`config.mk`:
```
export PLATFORM = sky130hd
export DESIGN_NAME = seg7_scan_decoder
export DESIGN_NICKNAME = d
export VERILOG_FILES = /design/src/rtl/seg7_scan_decoder_pkg.sv /design/src/rtl/seg7_pattern_decode.sv /design/src/rtl/seg7_scan_decoder.sv
export SDC_FILE = /design/constraint.sdc
export NUM_CORES = 1
export LEC_CHECK = 0
export ABC_CLOCK_PERIOD_IN_PS = 2550
export CAP_MARGIN = 5
export CORE_MARGIN = 4
export CORE_UTILIZATION = 52
export CTS_CLUSTER_DIAMETER = 40
export CTS_CLUSTER_SIZE = 14
export DETAILED_ROUTE_END_ITERATION = 16
export PLACE_DENSITY_LB_ADDON = 0.2
export SLEW_MARGIN = 10
export SYNTH_ARGS = -nofsm -noshare
export SYNTH_HDL_FRONTEND = slang
export SYNTH_SLANG_ARGS = --single-unit
```
`constraint.sdc`:
```
create_clock -name iClk -period 2.55 [get_ports iClk]
set_input_delay 0.765 -clock iClk [delete_from_list [all_inputs] [get_ports iClk]]
set_output_delay 0.765 -clock iClk [all_outputs]
set_load 0.05 [all_outputs]
```
`src/rtl/seg7_scan_decoder_pkg.sv`:
```
`default_nettype none
// ============================================================================
//  Module      : seg7_scan_decoder_pkg
//  Description : Shared constants for the scanned 7-segment decoder: the
//                active-low segment patterns of the ten digits and blank,
//                the special output codes, FSM state encoding and the
//                default settle count.
//  Revision    : 1.0 - initial release
// ============================================================================
package seg7_scan_decoder_pkg;

    // Settle count used when the parent does not override it
    localparam int c_SETTLE_DEFAULT = 4;

    // Segment patterns, active-low, bit 6 = g ... bit 0 = a
    localparam logic [6:0] c_SEG_0     = 7'b1000000;
    localparam logic [6:0] c_SEG_1     = 7'b1111001;
    localparam logic [6:0] c_SEG_2     = 7'b0100100;
    localparam logic [6:0] c_SEG_3     = 7'b0110000;
    localparam logic [6:0] c_SEG_4     = 7'b0011001;
    localparam logic [6:0] c_SEG_5     = 7'b0010010;
    localparam logic [6:0] c_SEG_6     = 7'b0000010;
    localparam logic [6:0] c_SEG_7     = 7'b1111000;
    localparam logic [6:0] c_SEG_8     = 7'b0000000;
    localparam logic [6:0] c_SEG_9     = 7'b0010000;
    localparam logic [6:0] c_SEG_BLANK = 7'b1111111;

    // Output codes for a dark digit and for an unrecognised pattern
    localparam logic [3:0] c_CODE_BLANK   = 4'hF;
    localparam logic [3:0] c_CODE_ILLEGAL = 4'hE;

    // FSM state encoding
    localparam logic [1:0] c_ST_IDLE  = 2'd0;
    localparam logic [1:0] c_ST_TRACK = 2'd1;
    localparam logic [1:0] c_ST_HOLD  = 2'd2;

    typedef enum logic [1:0] {
        ST_IDLE  = c_ST_IDLE,
        ST_TRACK = c_ST_TRACK,
        ST_HOLD  = c_ST_HOLD
    } state_t;

endpackage
`default_nettype wire

```
`src/rtl/seg7_pattern_decode.sv`:
```
`default_nettype none
// ============================================================================
//  Module      : seg7_pattern_decode
//  Description : Combinational lookup from an active-low 7-segment pattern
//                to a 4-bit code: 0..9 for digits, F for blank, E otherwise.
//  Revision    : 1.0 - initial release
// ============================================================================
module seg7_pattern_decode
    import seg7_scan_decoder_pkg::*;
(
    input  logic [6:0] iSeg,
    output logic [3:0] oCode
);

    // Exact-match table; anything not listed is reported as illegal
    always_comb begin
        oCode = c_CODE_ILLEGAL;
        case (iSeg)
            c_SEG_0:     oCode = 4'd0;
            c_SEG_1:     oCode = 4'd1;
            c_SEG_2:     oCode = 4'd2;
            c_SEG_3:     oCode = 4'd3;
            c_SEG_4:     oCode = 4'd4;
            c_SEG_5:     oCode = 4'd5;
            c_SEG_6:     oCode = 4'd6;
            c_SEG_7:     oCode = 4'd7;
            c_SEG_8:     oCode = 4'd8;
            c_SEG_9:     oCode = 4'd9;
            c_SEG_BLANK: oCode = c_CODE_BLANK;
            default:     oCode = c_CODE_ILLEGAL;
        endcase
    end

endmodule
`default_nettype wire

```
`src/rtl/seg7_scan_decoder.sv`:
```
`default_nettype none
// ============================================================================
//  Module      : seg7_scan_decoder
//  Description : Recovers the four digits shown on a multiplexed, active-low
//                7-segment display by sampling its segment and anode lines.
//                A digit is accepted after SETTLE identical samples; once all
//                four digits have been seen a complete frame is published.
//  Revision    : 1.0 - initial release
// ============================================================================
module seg7_scan_decoder
    import seg7_scan_decoder_pkg::*;
#(
    parameter int SETTLE = c_SETTLE_DEFAULT   // legal range 2..255
)
(
    input  logic        iClk,
    input  logic        iRst,
    input  logic [6:0]  iSeg,
    input  logic [3:0]  iAn,
    output logic [15:0] oBcd,
    output logic [3:0]  oValid,
    output logic        oFrame,
    output logic        oErr
);

    localparam logic [7:0] c_SETTLE_CNT = 8'(SETTLE);

    state_t      r_state;
    logic [3:0]  r_trackAn;
    logic [6:0]  r_trackSeg;
    logic [7:0]  r_count;
    logic [3:0]  r_seen;
    logic [15:0] r_stageBcd;
    logic [3:0]  r_stageValid;

    logic [3:0]  w_code;
    logic [1:0]  w_digitIdx;
    logic        w_single;
    logic        w_none;
    logic        w_multi;
    logic        w_hit;

    seg7_pattern_decode u_decode (
        .iSeg  (iSeg),
        .oCode (w_code)
    );

    // Classify the anode sample and find which digit a single enable selects
    always_comb begin
        w_single   = 1'b1;
        w_digitIdx = 2'd0;
        case (iAn)
            4'b1110: w_digitIdx = 2'd0;
            4'b1101: w_digitIdx = 2'd1;
            4'b1011: w_digitIdx = 2'd2;
            4'b0111: w_digitIdx = 2'd3;
            default: w_single   = 1'b0;
        endcase
        w_none  = (iAn == 4'b1111);
        w_multi = !w_single && !w_none;
        // Sample repeats the one being tracked or held
        w_hit   = w_single && (iAn == r_trackAn) && (iSeg == r_trackSeg);
    end

    // Settle tracking, digit capture, frame publication and error flag
    always_ff @(posedge iClk or posedge iRst) begin
        if (iRst) begin
            r_state      <= ST_IDLE;
            r_trackAn    <= 4'hF;
            r_trackSeg   <= c_SEG_BLANK;
            r_count      <= 8'd0;
            r_seen       <= 4'b0000;
            r_stageBcd   <= 16'hFFFF;
            r_stageValid <= 4'b0000;
            oBcd         <= 16'hFFFF;
            oValid       <= 4'b0000;
            oFrame       <= 1'b0;
            oErr         <= 1'b0;
        end else begin
            oFrame <= 1'b0;

            // A capture never lands in the cycle right after another one,
            // so publishing here cannot race with a new seen bit.
            if (r_seen == 4'hF) begin
                oFrame <= 1'b1;
                oBcd   <= r_stageBcd;
                oValid <= r_stageValid;
                r_seen <= 4'b0000;
            end

            if (w_multi) begin
                oErr    <= 1'b1;
                r_count <= 8'd0;
                r_state <= ST_IDLE;
            end else if (r_state == ST_TRACK && w_hit) begin
                if (r_count + 8'd1 == c_SETTLE_CNT) begin
                    r_count                          <= c_SETTLE_CNT;
                    r_state                          <= ST_HOLD;
                    r_stageBcd[{w_digitIdx, 2'b00} +: 4] <= w_code;
                    r_stageValid[w_digitIdx]         <= (w_code != c_CODE_ILLEGAL);
                    r_seen[w_digitIdx]               <= 1'b1;
                    if (w_code == c_CODE_ILLEGAL) begin
                        oErr <= 1'b1;
                    end
                end else begin
                    r_count <= r_count + 8'd1;
                end
            end else if (r_state == ST_HOLD && w_hit) begin
                // Digit already captured; counter stays saturated
                r_state <= ST_HOLD;
            end else if (w_single) begin
                // New or changed digit: start tracking it from this sample
                r_trackAn  <= iAn;
                r_trackSeg <= iSeg;
                r_count    <= 8'd1;
                r_state    <= ST_TRACK;
            end else begin
                r_count <= 8'd0;
                r_state <= ST_IDLE;
            end
        end
    end

endmodule
`default_nettype wire

```
* Word level (Yosys, flattened, before mapping)
Index checks and enable logic that the tools add are counted.
Storage, ports and cells: bits in registers 67, bits of input ports 13, output and inout port bits 22, word-level logic and storage cells 88
Cells by class: add/subtract/negate cells 2, magnitude comparators 2, equality and inequality tests 25, shifts and indexed selects 2, multiplexer cells 26, bitwise logic cells 4, reductions and logical operators 16
Operator list (count):
- $pmux 4 s11 | 1
- $mux 8 | 4
- $eq 7x7->1 const B | 4
- $eq 4x4->1 const B | 6
- $eq 7x5->1 const B | 3
- $bwmux 16 | 1
- $mux 4 | 4
- $shift 4x6->16 const A | 1
- $shiftx 4x6->16 | 1
- $eq 7x6->1 const B | 2
- $mux 1 | 9
- $add 8x1->8 const B | 1
- $eq 8x3->1 const B | 1
- $mux 2 | 4
- $eq 7x2->1 const B | 1
- $eq 7x7->1 | 1
- $logic_not 7->1 | 1
- $logic_and 1x1->1 | 6
- $neg 4->6 | 1
- $pmux 2 s3 | 1
- $reduce_and 3->1 | 2
- $reduce_bool 2->1 | 3
- $bwmux 4 | 1
- $eq 4x3->1 const B | 1
- 14 further kinds | 17

* Longest topological paths before layout
Gate-level depths: netlist of the first run.
depth after elaboration 10, gate-level depth with buffers 9, gate-level depth less buffers 7

* Cells and area by module
A second synthesis of the first run with hierarchy kept.
Second synthesis, totals: cells, all modules 335, area, all modules 3443.3 um^2
Modules (own cells, without submodules):
- seg7_scan_decoder | instances 1, cells an instance 295, area an instance 3184.3 um^2
- seg7_pattern_decode | instances 1, cells an instance 40, area an instance 259.0 um^2

* Worst setup path before layout of the first run
Ideal clock, no wire load.
path type input -> register, start point input port iAn[1], end point register r_stageBcd[12], arrival 2.409 ns, required time 2.491 ns, slack 0.082 ns, cell stages on the path 8, buffers on the path 2, path through buf_2 xnor2_1 or2_2 clkbuf_1 ha_1 or3_1 nor2_1 mux2_2
On the way: word-level cells in the longest chain between the ends 7, elaborated cells between the ends (all ways) 21, classes of those cells add/sub: 1; eq/ne: 6; shift: 2; mux: 3; bitwise: 1; reduce/logical: 8
Ends and longest elaborated chain:
- start, declared | line seg7_scan_decoder.sv:19 | input logic [3:0] iAn,
- parallel branches: the longest is 7 deep, another holds $neg 4->6
- end signal, assigned by index | line seg7_scan_decoder.sv:99 | r_stageBcd[{w_digitIdx, 2'b00} +: 4] <= w_code;
- end, declared | line seg7_scan_decoder.sv:33 | logic [15:0] r_stageBcd;
Several ways; the timed one is not identified. A chain may end at the register's enable or synchronous reset.

* Worst setup path after layout of the first run
start point input port iAn[1], end point register r_stageBcd[14]
Same word-level chain as after synthesis.

==> Implementation_results.wiki, run 1 <==
{| class="wikitable"
! Metric !! Value
|-
| Status || completed
|-
| Placed cell area || 4220 µm²
|-
| Share of power burned in the clock network || 36.2%
|-
| Placement Setup Slack || -420 ps
|-
| Power consumption || 2.29 mW
|-
| Clock root buffer || sky130_fd_sc_hd__clkbuf_8
|-
| Number of diodes || 0
|-
| Area share of the largest cell type after synthesis || 32.3%
|-
| Total of endpoints with negative setup slack in the final report || 0
|-
| Inserted Clock Buffers || 9
|-
| Buf/Inv on CP || 2
|-
| Quantity of hold-fixing buffers added after cts || 0
|-
| Non-filler cells, final || a little over 500
|-
| Switch Pwr || approximately 630 µW
|-
| Layout overhead on the synthesized area || 28.1%
|-
| Switching part of the total power || between 20% and 30%
|-
| Tot GR Track Use || 18.9%
|-
| Arrival time at the worst endpoint || ~2800 ps
|-
| Fraction of layout cells with a size suffix above 1 || 36.9%
|-
| CTS H-tree depth || 3
|-
| Syn_area_per_cell || 9.98 µm²
|-
| Cell area after technology mapping || 3500 µm²
|-
| Reg-to-reg endpoint || r_stageValid[0]
|-
| Main area contributors after synthesis || sky130_fd_sc_hd__dfstp_2, sky130_fd_sc_hd__dfrtp_1, sky130_fd_sc_hd__mux2_2
|-
| Min-delay worst type || flop to flop
|-
| Delay contributed by the slowest stage of the critical path || 450 ps
|-
| Post CTS Setup Buffer Count || 0
|-
| Kind of capture point of the worst setup path || flop
|-
| Horizontal die dimension || 90.1 µm
|-
| GR Overflow Total || 0
|-
| Drt initial violations || 106
|-
| Critical path, cell by cell || clkdlybuf4s50_1 -> buf_4 -> xnor2_1 -> or2_2 -> ha_1 -> or3_1 -> nor2_1 -> mux2_2
|-
| Number of standard cells after synthesis || between 300 and 400
|-
| Vias per cell || 5.32
|-
| Final critical-path required period || 2530 ps
|-
| Cell class contributing the biggest share of worst-path delay || simple AND/OR/NAND/NOR gates
|-
| Warning count from the yosys run || 0
|-
| Most used DFF post-synth || sky130_fd_sc_hd__dfstp_2
|-
| Max Clock Freq || about 400 MHz
|-
| Cell Pwr Density || approximately 500 nW/µm²
|-
| Last element of the critical path || r_stageBcd[14]
|-
| Post-synthesis net count || 372
|-
| Critical path data required time || 2840 ps
|-
| Number of endpoints with negative hold slack in the final report || 0
|-
| Logic depth of the worst path, buffers included || 8
|-
| Startpoint of the worst-slack reg-to-reg timing path || r_count[3]
|-
| Startpoint of the most critical setup path || iAn[1]
|-
| Worst hold slack after final layout || ~460 ps
|-
| Worst clock skew on the final layout || 9.25 ps
|-
| Die Footprint || 8110 µm²
|-
| Worst-Skew Late Latency || 350 ps
|-
| Combined area of the multi-input logic cells || between 1500 and 2000 µm²
|-
| Number of distinct library cells after synthesis || 53
|-
| Seq cells post-synth || 67
|-
| Core footprint || approximately 6500 µm²
|-
| Internal cell power || around 1.7 mW
|-
| Crit Path Max Fanout || 4
|-
| Seq/Total Area, Yosys || 49.4%
|-
| Residual DRC || 0
|-
| Number of placement rows || 29
|-
| Global-route wire length before repair || approximately 13 mm
|-
| Number of enable flip-flop cells after synthesis || 0
|-
| Slew at the pin closest to its max-slew limit || 515 ps
|-
| TritonCTS clock tree || yes
|-
| Count of fill cells added during filler insertion || 495
|-
| Routed wire length || 7.25 mm
|-
| Launching element type of the critical path || input port
|-
| Starting density of the core || 54.2%
|-
| P_leak || approximately 2.1 nW
|-
| CP max stage cell || sky130_fd_sc_hd__clkdlybuf4s50_1
|-
| Clock slew seen by the registers of the worst setup and hold paths || roughly 80 ps
|-
| Fin util || around 70%
|-
| Relative contribution of sequential cells to total power || between 50% and 60%
|-
| Largest area contributor in the netlist || sky130_fd_sc_hd__dfstp_2
|-
| I/O Buffers || 34
|-
| Ys async rst share || 100%
|-
| Worst slew margin relative to its limit || 65.5%
|-
| Pin count of the biggest net entering global routing || 41
|-
| Storage element area || 1730 µm²
|-
| Worst Slack Setup Final || 20.9 ps
|-
| Register-to-Register Setup Slack || 450 ps
|-
| # placed instances || 489
|-
| Final weighted congestion of routability-driven global placement || ~0.85
|-
| Worst setup path category || input port to flop
|-
| Design area || 4490 µm²
|-
| Antenna violations before repair || 0
|-
| Boundary Pins || 35
|-
| RSZ-0062 raised after global routing || yes
|-
| # nets final || 444
|-
| Number of max-capacitance violations reported || 0
|-
| Total vias in the final route || between 2000 and 3000
|-
| TNS Setup || 0 ps
|-
| Total iterations of the first detailed-routing run || 4
|-
| Post-DRT Antenna Nets || 0
|-
| Sink Count || 67
|-
| HPWL after DPL || 5.29 mm
|-
| Tcrit/Tclk final || 99.2%
|-
| Die Ht || 90.1 µm
|-
| Worst supply voltage drop on vdd || 0.000379 V
|-
| Via count of the first global-routing pass || 2676
|-
| Part of the total power dissipated in combinational logic || 12.8%
|-
| Cells on worst reg2reg path || 5
|-
| Maximum buffer depth of the clock tree || 2
|-
| Pins Over Slew Limit || 0
|-
| Wire length per cell after detailed routing || 14.4 µm
|}
worst reg2reg max path: stages (launching register included):
cell and delay, ps:
sky130_fd_sc_hd__dfrtp_1 460, sky130_fd_sc_hd__or3_1 410, sky130_fd_sc_hd__nor4_1 310, sky130_fd_sc_hd__and2_1 220, sky130_fd_sc_hd__nand4_2 250, sky130_fd_sc_hd__mux2_2 350
cell families (layout without fill, tap and decap cells):
| group | after synthesis | in the layout | share of synthesized area, % |
|---|---|---|---|
| buffers and inverters | 34 | 111 | 4.61 |
| AND/OR/NAND/NOR | 157 | 157 | 21.5 |
| flip-flops | 67 | 67 | 49.4 |
| multiplexers | 27 | 27 | 8.68 |
| adder cells (fa/ha/maj) | 8 | 8 | 2.86 |
| XOR/XNOR | 17 | 17 | 4.25 |
| AO/OA/AOI/OAI | 41 | 41 | 8.75 |
Yosys cell counts (3+ instances only):
| library cell | n |
|---|---|
| sky130_fd_sc_hd__nand2_1 | 74 |
| sky130_fd_sc_hd__dfstp_2 | 43 |
| sky130_fd_sc_hd__mux2_2 | 27 |
| sky130_fd_sc_hd__dfrtp_1 | 24 |
| sky130_fd_sc_hd__nor2_1 | 21 |
| sky130_fd_sc_hd__buf_2 | 15 |
| sky130_fd_sc_hd__xor2_1 | 12 |
| sky130_fd_sc_hd__nand3_1 | 11 |
| sky130_fd_sc_hd__o21ai_0 | 11 |
| sky130_fd_sc_hd__inv_1 | 10 |
| sky130_fd_sc_hd__ha_1 | 8 |
| sky130_fd_sc_hd__nand4_1 | 7 |
| sky130_fd_sc_hd__nor3_1 | 7 |
| sky130_fd_sc_hd__clkbuf_1 | 5 |
| sky130_fd_sc_hd__or3_1 | 5 |
| sky130_fd_sc_hd__xnor2_1 | 5 |
| sky130_fd_sc_hd__a21oi_1 | 4 |
| sky130_fd_sc_hd__a31o_2 | 4 |
| sky130_fd_sc_hd__and3_1 | 4 |
| sky130_fd_sc_hd__nand2b_1 | 4 |
| sky130_fd_sc_hd__nor2b_1 | 4 |
| sky130_fd_sc_hd__nor4_1 | 4 |
| sky130_fd_sc_hd__a221o_1 | 3 |
| sky130_fd_sc_hd__and2_1 | 3 |
| sky130_fd_sc_hd__and4_1 | 3 |
| sky130_fd_sc_hd__or2_2 | 3 |
metal layers:
metal,vias to the layer above,wire length (µm),share of wire [%],track usage (%)
met5,-,0,0,0
met4,0,87,1.2,6.12
met3,8,257,3.5,4.67
met2,56,3570,49,30.1
met1,1284,3340,46,25.3
li1,1340,-,-,-
worst min path at each step:
stage	startpoint	end	slack, ps	cells past startpoint
finish	r_stageBcd[8]	oBcd[8]	460	2
global route	r_stageBcd[7]	oBcd[7]	470	2
CTS	r_stageBcd[7]	oBcd[7]	460	2
detailed placement	r_stageBcd[0]	oBcd[0]	440	2
global placement	r_stageBcd[0]	oBcd[0]	450	2
floorplan	r_stageBcd[0]	oBcd[0]	430	2
power by group through the flow:
| stage | clock, mW | sequential [mW] | combinational, mW |
|---|---|---|---|
| finish | 0.827 | 1.17 | 0.292 |
| CTS | 0.849 | 1.17 | 0.277 |
| floorplan | 0 | 1.18 | 0.179 |
| global placement | 0 | 1.18 | 0.268 |
| detailed placement | 0 | 1.18 | 0.275 |
| global route | 0.899 | 1.17 | 0.325 |
sequential cells by signal, indices dropped and copies added, names as in the netlist, 2 cells and up:
name          count
oBcd             16
oValid            4
r_count           8
r_seen            4
r_stageBcd       16
r_stageValid      4
r_state           2
r_trackAn         4
r_trackSeg        7
layout make-up:
| type | instances | share of cell area (%) |
|---|---|---|
| tap | 77 | 2.15 |
| clock inverter | 7 | 1.34 |
| timing repair buffer | 84 | 16.8 |
| sequential | 67 | 38.6 |
| clock buffer | 9 | 2.76 |
| multi-input combinational | 250 | 37.4 |
| inverter | 11 | 1.00 |
cells in the final DEF, fill, tap and decap left out, drive strengths merged, types with 5 or more instances in the layout:
master | netlist | final
buf | 18 | 50
clkbuf | 5 | 9
clkdlybuf4s50 | 0 | 31
dfrtp | 24 | 24
dfstp | 43 | 43
ha | 8 | 8
inv | 10 | 13
mux2 | 27 | 27
nand2 | 74 | 74
nand3 | 11 | 11
nand4 | 8 | 8
nor2 | 21 | 21
nor3 | 7 | 7
o21ai | 12 | 12
or3 | 6 | 6
xnor2 | 5 | 5
xor2 | 12 | 12
repair_timing:
action | in CTS | in global routing
gates cloned | 0 | 0
setup endpoints to repair | 9 | 40
gates resized for setup | 1 | 15
pin swaps | 1 | 2
(Power assumes the default switching activity.)
==> run 2: changes to the inputs <==
--- a/config.mk
+++ b/config.mk
@@ -12,7 +12,7 @@
 export CTS_CLUSTER_DIAMETER = 40
 export CTS_CLUSTER_SIZE = 14
 export DETAILED_ROUTE_END_ITERATION = 16
-export PLACE_DENSITY_LB_ADDON = 0.2
+export PLACE_DENSITY = 0.74
 export SLEW_MARGIN = 10
 export SYNTH_ARGS = -nofsm -noshare
 export SYNTH_HDL_FRONTEND = slang
==> Implementation_results.wiki, run 2 (synthesis results as in run 1) <==
{| class="wikitable"
! Metric !! Value
|-
| Most common library cell in the layout ignoring fill and taps || sky130_fd_sc_hd__nand2_1
|-
| Core footprint || between 6000 and 7000 µm²
|-
| Arrival time at the worst endpoint || 2720 ps
|-
| HPWL after DPL || 5.53 mm
|-
| Wire length per cell after detailed routing || ~15 µm
|-
| Pin count of the biggest net entering global routing || 68
|-
| Fin util || approximately 70%
|-
| Worst hold slack after final layout || 459 ps
|-
| Status || completed
|-
| Hold Path Stages || 2
|-
| Maximum buffer depth of the clock tree || 2
|-
| Quantity of hold-fixing buffers added after cts || 0
|-
| Starting density of the core || a little over half
|-
| Via count of the first global-routing pass || between 2000 and 3000
|-
| Number of placement rows || 29
|-
| Reg-to-reg endpoint || r_stageBcd[8]
|-
| CTS H-tree depth || 3
|-
| Residual DRC || 0
|-
| Final critical-path required period || 2480 ps
|-
| Tot GR Track Use || a little under 20%
|-
| Worst clock skew on the final layout || 16.3 ps
|-
| GR Overflow Total || 0
|-
| Startpoint of the worst-slack reg-to-reg timing path || r_count[3]
|-
| Boundary Pins || 35
|-
| Number of max-capacitance violations reported || 0
|-
| Inserted Clock Buffers || 9
|-
| Clock slew seen by the registers of the worst setup and hold paths || 90 ps
|-
| Power consumption || 2.47 mW
|-
| Critical path data required time || about 2800 ps
|-
| I/O Buffers || 34
|-
| Clock root buffer || sky130_fd_sc_hd__clkbuf_8
|-
| Design area || 4520 µm²
|-
| Placed cell area || 4230 µm²
|-
| Global-route wire length before repair || 13.0 mm
|-
| Share of power burned in the clock network || 40.3%
|-
| Tcrit/Tclk final || 97.4%
|-
| Layout overhead on the synthesized area || 29.1%
|-
| # nets final || 447
|-
| Relative contribution of sequential cells to total power || 47.3%
|-
| Total of endpoints with negative setup slack in the final report || 0
|-
| Routed wire length || 7.81 mm
|-
| Min-delay worst type || flop to flop
|-
| Launching element type of the critical path || input port
|-
| Crit Path Max Fanout || 6
|-
| Switch Pwr || 615 µW
|-
| Sink Count || between 60 and 70
|-
| Final weighted congestion of routability-driven global placement || 0.871
|-
| Drt initial violations || 165
|-
| Switching part of the total power || 24.9%
|-
| Die Ht || 90.1 µm
|-
| Antenna violations before repair || 0
|-
| Worst supply voltage drop on vdd || 0.000407 V
|-
| Number of diodes || 0
|-
| Total iterations of the first detailed-routing run || 4
|-
| Die Footprint || 8110 µm²
|-
| Worst-Skew Late Latency || 360 ps
|-
| Worst slew margin relative to its limit || 66.1%
|-
| Vias per cell || roughly 5.4
|-
| Post-DRT Antenna Nets || 0
|-
| Horizontal die dimension || 90.1 µm
|-
| Kind of capture point of the worst setup path || flop
|-
| Internal cell power || 1.85 mW
|-
| RSZ-0062 raised after global routing || no
|-
| Cells on worst reg2reg path || 5
|-
| Most frequent cells in the layout || sky130_fd_sc_hd__nand2_1, sky130_fd_sc_hd__buf_4, sky130_fd_sc_hd__dfstp_2, sky130_fd_sc_hd__clkdlybuf4s50_1, sky130_fd_sc_hd__mux2_2
|-
| Max Clock Freq || 403 MHz
|-
| Last element of the critical path || r_stageValid[1]
|-
| P_leak || around 2.2 nW
|-
| Slew at the pin closest to its max-slew limit || between 500 and 600 ps
|-
| Cell Pwr Density || between 500 and 600 nW/µm²
|-
| Pins Over Slew Limit || 0
|-
| Part of the total power dissipated in combinational logic || 12.4%
|-
| Fraction of layout cells with a size suffix above 1 || a little under two fifths
|-
| Number of endpoints with negative hold slack in the final report || 0
|-
| Register-to-Register Setup Slack || 340 ps
|-
| Startpoint of the most critical setup path || iSeg[2]
|-
| Registers with the highest flip-flop counts || oBcd x16, r_stageBcd x16, r_count x8
|-
| TritonCTS clock tree || yes
|-
| Worst setup path category || input port to flop
|-
| Total vias in the final route || about 2800
|}
[run 2: cell types whose count changed in the layout (fill, tap and decap cells not counted), sizes merged]
cell,change
inv,-1
bufinv,+2
buf,+3
clkinv,+2
clkdlybuf4s50,-3
clkinvlp,-3
dlymetal6s2s,+3
[run 2: area by class of cell]
type,instances,area [µm²]
fillers,485,1930
clock inverters,7,98.8
repair buffers,87,769
clock buffers,9,124
flip-flops and latches,67,1730
well taps,77,96.3
multi-input cells,250,1660
inverters,11,41.3
[run 2: repair_timing]
item                                    in CTS  in global routing
endpoints found under the setup margin       4                 32
buffers inserted                             0                  0
gates resized for setup                      1                 18
pin swaps                                    1                  0
[run 2: power groups by stage]
stage | Combinational [mW] | Sequential [mW] | Clock [mW]
finish | 0.306 | 1.17 | 0.994
global route | 0.337 | 1.17 | 1.06
CTS | 0.293 | 1.17 | 1.01
detailed placement | 0.290 | 1.18 | 0
global placement | 0.281 | 1.18 | 0
floorplan | 0.179 | 1.18 | 0
[run 2: per-stage QoR]
| stage | TNS, ps | setup slack [ps] | instances |
|---|---|---|---|
| global route | 0 | 1.69 | 508 |
| floorplan | 0 | 82.0 | 351 |
| global placement | -10660 | -337 | 492 |
| finish | 0 | 67.3 | 508 |
| detailed placement | -12150 | -370 | 492 |
| CTS | 0 | 11.7 | 508 |
[run 2: worst max-delay path, cell delays in order]
cell and delay [ps]:
sky130_fd_sc_hd__clkdlybuf4s50_1 440, sky130_fd_sc_hd__buf_4 170, sky130_fd_sc_hd__xor2_1 160, sky130_fd_sc_hd__and4_1 220, sky130_fd_sc_hd__or3_4 430, sky130_fd_sc_hd__or2_4 270
sky130_fd_sc_hd__mux2_2 260
[run 2: worst min path at each step]
stage	slack, ps	start	end
2_1_floorplan	430	r_stageBcd[0]	oBcd[0]
3_3_place_gp	440	r_stageBcd[0]	oBcd[0]
3_5_place_dp	450	r_stageBcd[10]	oBcd[10]
4_1_cts	460	r_stageBcd[4]	oBcd[4]
5_1_grt	480	oBcd[14]	oBcd[14]
6_report	460	r_stageBcd[4]	oBcd[4]
[run 2: metal layers]
layer	share of wire (%)	vias to the layer above	wire length [µm]	GRT usage, %
li1	-	1348	-	-
met4	1.7	0	133	8.16
met5	0	-	0	0
met1	44	1342	3470	25.9
met2	50	52	3940	32.0
met3	3.4	10	266	3.42
==> run 3: changes to the inputs <==
--- a/config.mk
+++ b/config.mk
@@ -7,12 +7,14 @@
 export LEC_CHECK = 0
 export ABC_CLOCK_PERIOD_IN_PS = 2550
 export CAP_MARGIN = 5
+export CELL_PAD_IN_SITES_DETAIL_PLACEMENT = 0
+export CELL_PAD_IN_SITES_GLOBAL_PLACEMENT = 2
 export CORE_MARGIN = 4
-export CORE_UTILIZATION = 52
+export CORE_UTILIZATION = 36
 export CTS_CLUSTER_DIAMETER = 40
-export CTS_CLUSTER_SIZE = 14
+export CTS_CLUSTER_SIZE = 8
 export DETAILED_ROUTE_END_ITERATION = 16
-export PLACE_DENSITY = 0.74
+export PLACE_DENSITY_LB_ADDON = 0.1
 export SLEW_MARGIN = 10
 export SYNTH_ARGS = -nofsm -noshare
 export SYNTH_HDL_FRONTEND = slang
==> Implementation_results.wiki, run 3 (synthesis results as in run 1) <==
{| class="wikitable"
! Metric !! Value
|-
| Status || completed
|-
| Internal cell power || between 1.5 and 2 mW
|-
| TritonCTS clock tree || yes
|-
| Fraction of layout cells with a size suffix above 1 || 36.6%
|-
| I/O Buffers || 34
|-
| HPWL after DPL || 5.47 mm
|-
| Final critical-path required period || 2470 ps
|-
| Tcrit/Tclk final || 96.8%
|-
| Number of max-capacitance violations reported || 0
|-
| Post CTS Setup Buffer Count || 0
|-
| Residual DRC || 0
|-
| Delay contributed by the slowest stage of the critical path || 490 ps
|-
| Part of the total power dissipated in combinational logic || about 12%
|-
| Number of endpoints with negative hold slack in the final report || 0
|-
| Most frequent cells in the layout || sky130_fd_sc_hd__nand2_1, sky130_fd_sc_hd__buf_4, sky130_fd_sc_hd__dfstp_2, sky130_fd_sc_hd__clkdlybuf4s50_1, sky130_fd_sc_hd__mux2_2
|-
| Worst slew margin relative to its limit || between 60% and 70%
|-
| Number of diodes || 0
|-
| Slew at the pin closest to its max-slew limit || 503 ps
|-
| Global-route wire length before repair || around 13 mm
|-
| Worst setup path category || input port to flop
|-
| Arrival time at the worst endpoint || between 2000 and 3000 ps
|-
| CP max stage cell || sky130_fd_sc_hd__clkdlybuf4s50_1
|-
| Post-DRT Antenna Nets || 0
|-
| Drt initial violations || 38
|-
| Total iterations of the first detailed-routing run || 4
|-
| P_leak || between 2 and 2.5 nW
|-
| Switching part of the total power || between 20% and 30%
|-
| Pin count of the biggest net entering global routing || 68
|-
| RSZ-0062 raised after global routing || no
|-
| Cell Pwr Density || 512 nW/µm²
|-
| Total of endpoints with negative setup slack in the final report || 0
|-
| CTS H-tree depth || 3
|-
| Antenna violations before repair || 0
|-
| Design area || 4530 µm²
|-
| Min-delay worst type || flop to flop
|-
| # nets final || around 440
|-
| Tot GR Track Use || 14.0%
|-
| Switch Pwr || 584 µW
|-
| Clock root buffer || sky130_fd_sc_hd__clkbuf_8
|-
| Crit Path Max Fanout || 6
|-
| Clock slew seen by the registers of the worst setup and hold paths || 80 ps
|-
| Maximum buffer depth of the clock tree || 2
|-
| Starting density of the core || around 37%
|-
| Core footprint || between 9000 and 10000 µm²
|-
| Critical path data required time || 2770 ps
|-
| TNS Setup || 0 ps
|-
| Quantity of hold-fixing buffers added after cts || 0
|-
| Placed cell area || 4260 µm²
|-
| Worst clock skew on the final layout || approximately 12 ps
|-
| GR Overflow Total || 0
|-
| Vias per cell || roughly 4.8
|-
| Buf/Inv on CP || 1
|-
| Via count of the first global-routing pass || 2653
|-
| Worst supply voltage drop on vdd || approximately 0.00035 V
|-
| Number of placement rows || 35
|-
| Total vias in the final route || 2662
|-
| Inserted Clock Buffers || 9
|-
| Worst hold slack after final layout || approximately 450 ps
|-
| Kind of capture point of the worst setup path || flop
|-
| Sink Count || 67
|-
| Cell class contributing the biggest share of worst-path delay || simple AND/OR/NAND/NOR gates
|-
| Die Footprint || roughly 11000 µm²
|-
| Registers with the highest flip-flop counts || oBcd x16, r_stageBcd x16, r_count x8
|-
| Wire length per cell after detailed routing || 13.5 µm
|-
| Horizontal die dimension || 107 µm
|-
| Max Clock Freq || roughly 400 MHz
|-
| Boundary Pins || 35
|-
| Share of power burned in the clock network || roughly 37%
|-
| Die Ht || 107 µm
|-
| Layout overhead on the synthesized area || 29.4%
|-
| Launching element type of the critical path || input port
|-
| Pins Over Slew Limit || 0
|-
| Critical path, cell by cell || clkdlybuf4s50_1 -> and3_1 -> o211a_1 -> or3_4 -> or2_4 -> mux2_2
|-
| Power consumption || between 2 and 2.5 mW
|-
| Most common library cell in the layout ignoring fill and taps || sky130_fd_sc_hd__nand2_1
|-
| Relative contribution of sequential cells to total power || between 50 and 60%
|-
| Worst-Skew Late Latency || approximately 340 ps
|-
| Final weighted congestion of routability-driven global placement || just under 0.8
|-
| Fin util || 48.4%
|-
| Routed wire length || around 7.5 mm
|}
-- run 3: changes by cell type in the layout (fill, tap and decap cells not counted), moves of 2 or more --
cell	delta
sky130_fd_sc_hd__buf_4	-4
sky130_fd_sc_hd__clkinv_4	+2
sky130_fd_sc_hd__dlymetal6s2s_1	-2
sky130_fd_sc_hd__ha_2	-2
sky130_fd_sc_hd__inv_6	-2
-- run 3: metal layers --
metal	GRT usage, %	wire length [µm]	vias up
li1	-	-	1342
met1	18.4	3560	1271
met2	22.7	3510	39
met3	3.85	258	10
met4	3.93	136	0
met5	0	0	-
-- run 3: timing repair --
item                                    CTS  global route
pin swaps                                 1             1
endpoints found under the setup margin   21            34
resized for setup                         5            12
-- run 3: cell type report --
class	instances	area, µm²
fill	939	4840
inverter	11	41.3
timing repair buffer	82	722
multi-input combinational	250	1680
clock inverter	6	66.3
tap	129	161
clock buffer	10	128
sequential	67	1730
-- run 3: power by group through the flow --
stage / Clock [mW] / Combinational [mW] / Sequential, mW
2_1_floorplan: 0 / 0.179 / 1.18
3_3_place_gp: 0 / 0.272 / 1.18
3_5_place_dp: 0 / 0.275 / 1.18
4_1_cts: 0.902 / 0.278 / 1.16
5_1_grt: 0.956 / 0.320 / 1.17
6_report: 0.868 / 0.287 / 1.16
-- run 3: path summary, 6_finish.rpt --
check | slack [ps] | from | end | cells after the start
max | 80 | iSeg[5] | r_stageValid[3] | 6
min | 450 | r_stageBcd[15] | oBcd[15] | 2
max reg2reg | 400 | r_count[3] | r_stageBcd[6] | 5
min reg2reg | 450 | r_stageBcd[15] | oBcd[15] | 2
max in group asynchronous | 1410 | iRst | oBcd[3] | 3
min in group asynchronous | 800 | iRst | r_count[1] | 3
-- run 3: tightest hold or removal path: stages (launching register included) --
cell and delay (ps):
sky130_fd_sc_hd__dfstp_2 370, sky130_fd_sc_hd__nand2_1 50, sky130_fd_sc_hd__nand2_1 40
-- run 3: through the flow --
stage	std cells	worst slack, ps
2_1_floorplan	351	82.0
3_3_place_gp	539	-468
3_5_place_dp	539	-471
4_1_cts	555	0.347
5_1_grt	555	2.01
6_report	555	81.5
==> RTL change 1 (config.mk and constraints of run 1) <==
Make the reset (`iRst`) synchronous in one clocked block.
--- a/src/rtl/seg7_scan_decoder.sv
+++ b/src/rtl/seg7_scan_decoder.sv
@@ -65,3 +65,3 @@
     // Settle tracking, digit capture, frame publication and error flag
-    always_ff @(posedge iClk or posedge iRst) begin
+    always_ff @(posedge iClk) begin
         if (iRst) begin
Behaviour: differs if iRst is asserted again (counterexample within 4 cycles, from zero or initial values and one cycle with iRst high); with iRst held inactive, the same outputs for 10 cycles.
==> RTL change 1 against run 1 <==
Clock skew fell by 0.75 ps. Power shrank 0.82%. Combinational power down 24%. Sequential cell count unchanged. Utilization down 1.2 points. Fmax up 0.69%. Worst setup slack improved by 17 ps. Design area is 8.3% lower. Area after synthesis is 6.7% lower. Wire length down 0.29%. Largest cell class is now multi-input gates. Largest power group unchanged.
==> RTL change 1: results (changes against run 1) <==
[worst_setup_path]
cp.arrival_ps = 2750  ; -70 ps

[sta]
tightest_slew_ps = 539  ; +23.2 ps
fin_skew_ps = 8.49  ; -0.755 ps

[pwr]
p_int_mw = 1.72  ; +3.9%
switching_share_pct = 24.2  ; -3.5 points
p_clk_uw = 974  ; +18%
leakage_nw = 1.69  ; -19%
vdd_drop_max_mv = 0.457  ; +21%

[grt]
grtUsageTotal_pct = 20.7  ; +1.8 points
grt_pass1_vias = 2769  ; +3.5%
grt_pass1_wl_mm = 12.6  ; -0.39%
grt_max_degree = 48  ; +17%

[final_layout]
layout.nets = 464  ; +4.5%
drive_above_1_share_pct = 18.1  ; -19 points
final.fill_count = 486  ; -1.8%

[synth]
yosysMostFrequentCell = dfxtp_1
yosys-top-cells-area = dfxtp_1 41%, nand2_1 6.3%, nor2_1 4.4%
ys_top_cells_by_count = 67 x dfxtp_1, 55 x nand2_1, 38 x nor2_1, 26 x nand3_1, 22 x a21oi_1
ys_async_sr_fraction_pct = 0  ; -100 points
synth_fp_nets = 401  ; +7.8%
yosysSeqAreaShare_pct = 41.0  ; -8.4 points

[outcome]
status = finished, final reports clean

[placed_design]
place_congestion = 0.856  ; +0.42%
dpl.hpwl_mm = 5.19  ; -1.9%
post-place-ws_ps = -493  ; -73.3 ps

[route]
drt-initial-drc-count = 199  ; +88%
vias_per_cell = 5.41  ; +1.6%

[clock_network]
clk_latency_ps = 350  ; about the same

RTL change 1: cells by family after synthesis:
kind of cell | Yosys count | synth area share [%]
xor+xnor | 14 | 3.75
buf+inv | 40 | 7.50
fa+ha+maj | 9 | 3.37
compound gates | 74 | 16.3
simple gates | 162 | 23.7
flops | 67 | 41.0
mux | 14 | 4.29
RTL change 1: metal layers:
layer	part of all wire, %	up-vias	GRT usage (%)
met4	1.1	0	6.69
met3	4.1	4	6.24
met2	49	46	34.9
met1	45	1305	25.1
li1	-	1474	-
met5	0	-	0
RTL change 1: critical path: stages:
cell             delay (ps)
clkdlybuf4s50_1         440
xnor2_1                 140
or2_2                   310
ha_1                    350
buf_4                   130
nor3b_1                  40
and4_2                  260
a221o_1                 320
RTL change 1: through the flow:
step	hold slack, ps	std cells	cell area (um^2)
2_1_floorplan	428	380	3270
3_3_place_gp	446	505	3840
3_5_place_dp	454	505	3840
4_1_cts	460	521	4070
5_1_grt	489	523	4110
6_report	460	523	4110
RTL change 1: layout make-up:
cell class,instances,area share [%]
Multi-Input combinational cell,273,41.9
Sequential cell,67,32.6
Timing Repair Buffer,82,16.9
Clock buffer,9,3.01
Clock inverter,7,2.40
Tap cell,75,2.28
Inverter,10,0.913
RTL change 1: worst paths after layout:
kind / from / endpoint / slack [ps] / depth (start not counted)
worst min-delay path: r_stageValid[3] / oValid[3] / 460 / 2
worst max-delay path: iAn[1] / r_stageBcd[14] / 40 / 8
worst min register to register: r_stageValid[3] / oValid[3] / 460 / 2
worst max register to register: r_count[0] / r_stageBcd[6] / 320 / 7
RTL change 1: what timing repair did:
| action | CTS | global route |
|---|---|---|
| endpoints found under the setup margin | 12 | 12 |
| resized for setup | 10 | 7 |
| pin swaps | 1 | 2 |
| buffers inserted | 0 | 2 |
| gates cloned | 0 | 0 |
| hold buffers | 0 | 0 |
==> RTL change 2 (flow settings as in run 1) <==
Without the edit above. Register the output `oFrame` once more; this adds one clock of latency there. The other outputs are not delayed to match.
--- a/src/rtl/seg7_scan_decoder.sv
+++ b/src/rtl/seg7_scan_decoder.sv
@@ -26,2 +26,4 @@
     localparam logic [7:0] c_SETTLE_CNT = 8'(SETTLE);
+
+    logic oFrame_s0;
 
@@ -76,6 +78,6 @@
             oValid       <= 4'b0000;
-            oFrame       <= 1'b0;
+            oFrame_s0    <= 1'b0;
             oErr         <= 1'b0;
         end else begin
-            oFrame <= 1'b0;
+            oFrame_s0 <= 1'b0;
 
@@ -84,3 +86,3 @@
             if (r_seen == 4'hF) begin
-                oFrame <= 1'b1;
+                oFrame_s0 <= 1'b1;
                 oBcd   <= r_stageBcd;
@@ -123,2 +125,6 @@
 
+    always_ff @(posedge iClk) begin
+        oFrame <= oFrame_s0;
+    end
+
 endmodule
Formal check against the unedited RTL: no difference found for any inputs over 10 cycles, from zero or initial values and one cycle with iRst high; that may be too few to reach the edited logic, so the function may still have changed.
==> RTL change 2 against run 1 <==
Combinational power about the same. Fmax hardly changed. Area after synthesis rose by 0.57%. Power up 3.3%. Worst setup slack lost 2.5 ps. Wire length grew 3.0%. First-iteration DRC count fell by 0.94%. Design area increased by 0.20%. Sequential cell count grew 1.
==> RTL change 2: results (changes against run 1) <==
[outcome]
status = finished, final reports clean

[synth]
ys_async_sr_fraction_pct = 98.5  ; -1.5 points
syn_avg_cell_area_um2 = 10.0  ; +0.29%
yosys-top-cells-area = dfstp_2 32%, dfrtp_1 17%, mux2_2 8.6%
synth_fp_nets = 373  ; +0.27%
netlist_area_mm2 = 0.00352  ; +0.57%
yosysUniqueCellTypes = 54  ; +1.9%

[placed_design]
place_congestion = 0.868  ; +1.8%

[worst_setup_path]
cp.arrival_ps = 2810  ; about the same
crit_end = r_stageBcd[10]

[pwr]
pwr-share-clk_pct = 37.6  ; +1.4 points
power_mw = 2.36  ; +3.3%
vdd_drop_max_mv = 0.369  ; -2.7%
switching_power_uw = 606  ; -4.1%

[grt]
grt_max_degree = 68  ; +66%
grtUsageTotal_pct = 19.1  ; +0.19 points
grt_pass1_wl_mm = 12.7  ; +0.44%

[worst_hold_path]
hp-start = oFrame_s0

[route]
dr_total_vias = 2743  ; +2.0%
vias_per_cell = 5.43  ; +2.0%
drt-initial-drc-count = 105  ; -0.94%

[sta]
fin_skew_ps = 9.55  ; +0.307 ps
holdWs_ps = 352  ; -105 ps
tightest_slew_ps = 506  ; -9.41 ps

[final_layout]
area_delta_synth_final_pct = 27.6
final.fill_count = 489  ; -1.2%

RTL change 2: cell types whose count changed after synthesis:
cell / before / now
dfxtp_1: 0 / 1
RTL change 2: cells by family (layout without fill, tap and decap cells):
kind of cell / count (synthesis) / after routing / share of synthesized area (%)
DFF: 68 / 68 / 49.7
and+or+nand+nor: 157 / 157 / 21.3
buffers and inverters: 34 / 110 / 4.58
muxes: 27 / 27 / 8.63
xor gates and xnor gates: 17 / 17 / 4.23
AOI/OAI and AO/OA: 41 / 41 / 8.70
adders and majority gates: 8 / 8 / 2.84
RTL change 2: layer usage:
layer / routed length [um] / vias to the layer above / track usage, %
met4: 170 / 0 / 9.31
met2: 3720 / 49 / 31.4
li1: - / 1349 / -
met1: 3350 / 1330 / 24.4
met3: 230 / 15 / 3.08
met5: 0 / - / 0
RTL change 2: what timing repair did:
| item | 4_1_cts | 5_1_grt |
|---|---|---|
| resized for setup | 0 | 18 |
| pin swaps | 1 | 1 |
| setup endpoints to repair | 4 | 37 |
| gates cloned | 0 | 0 |
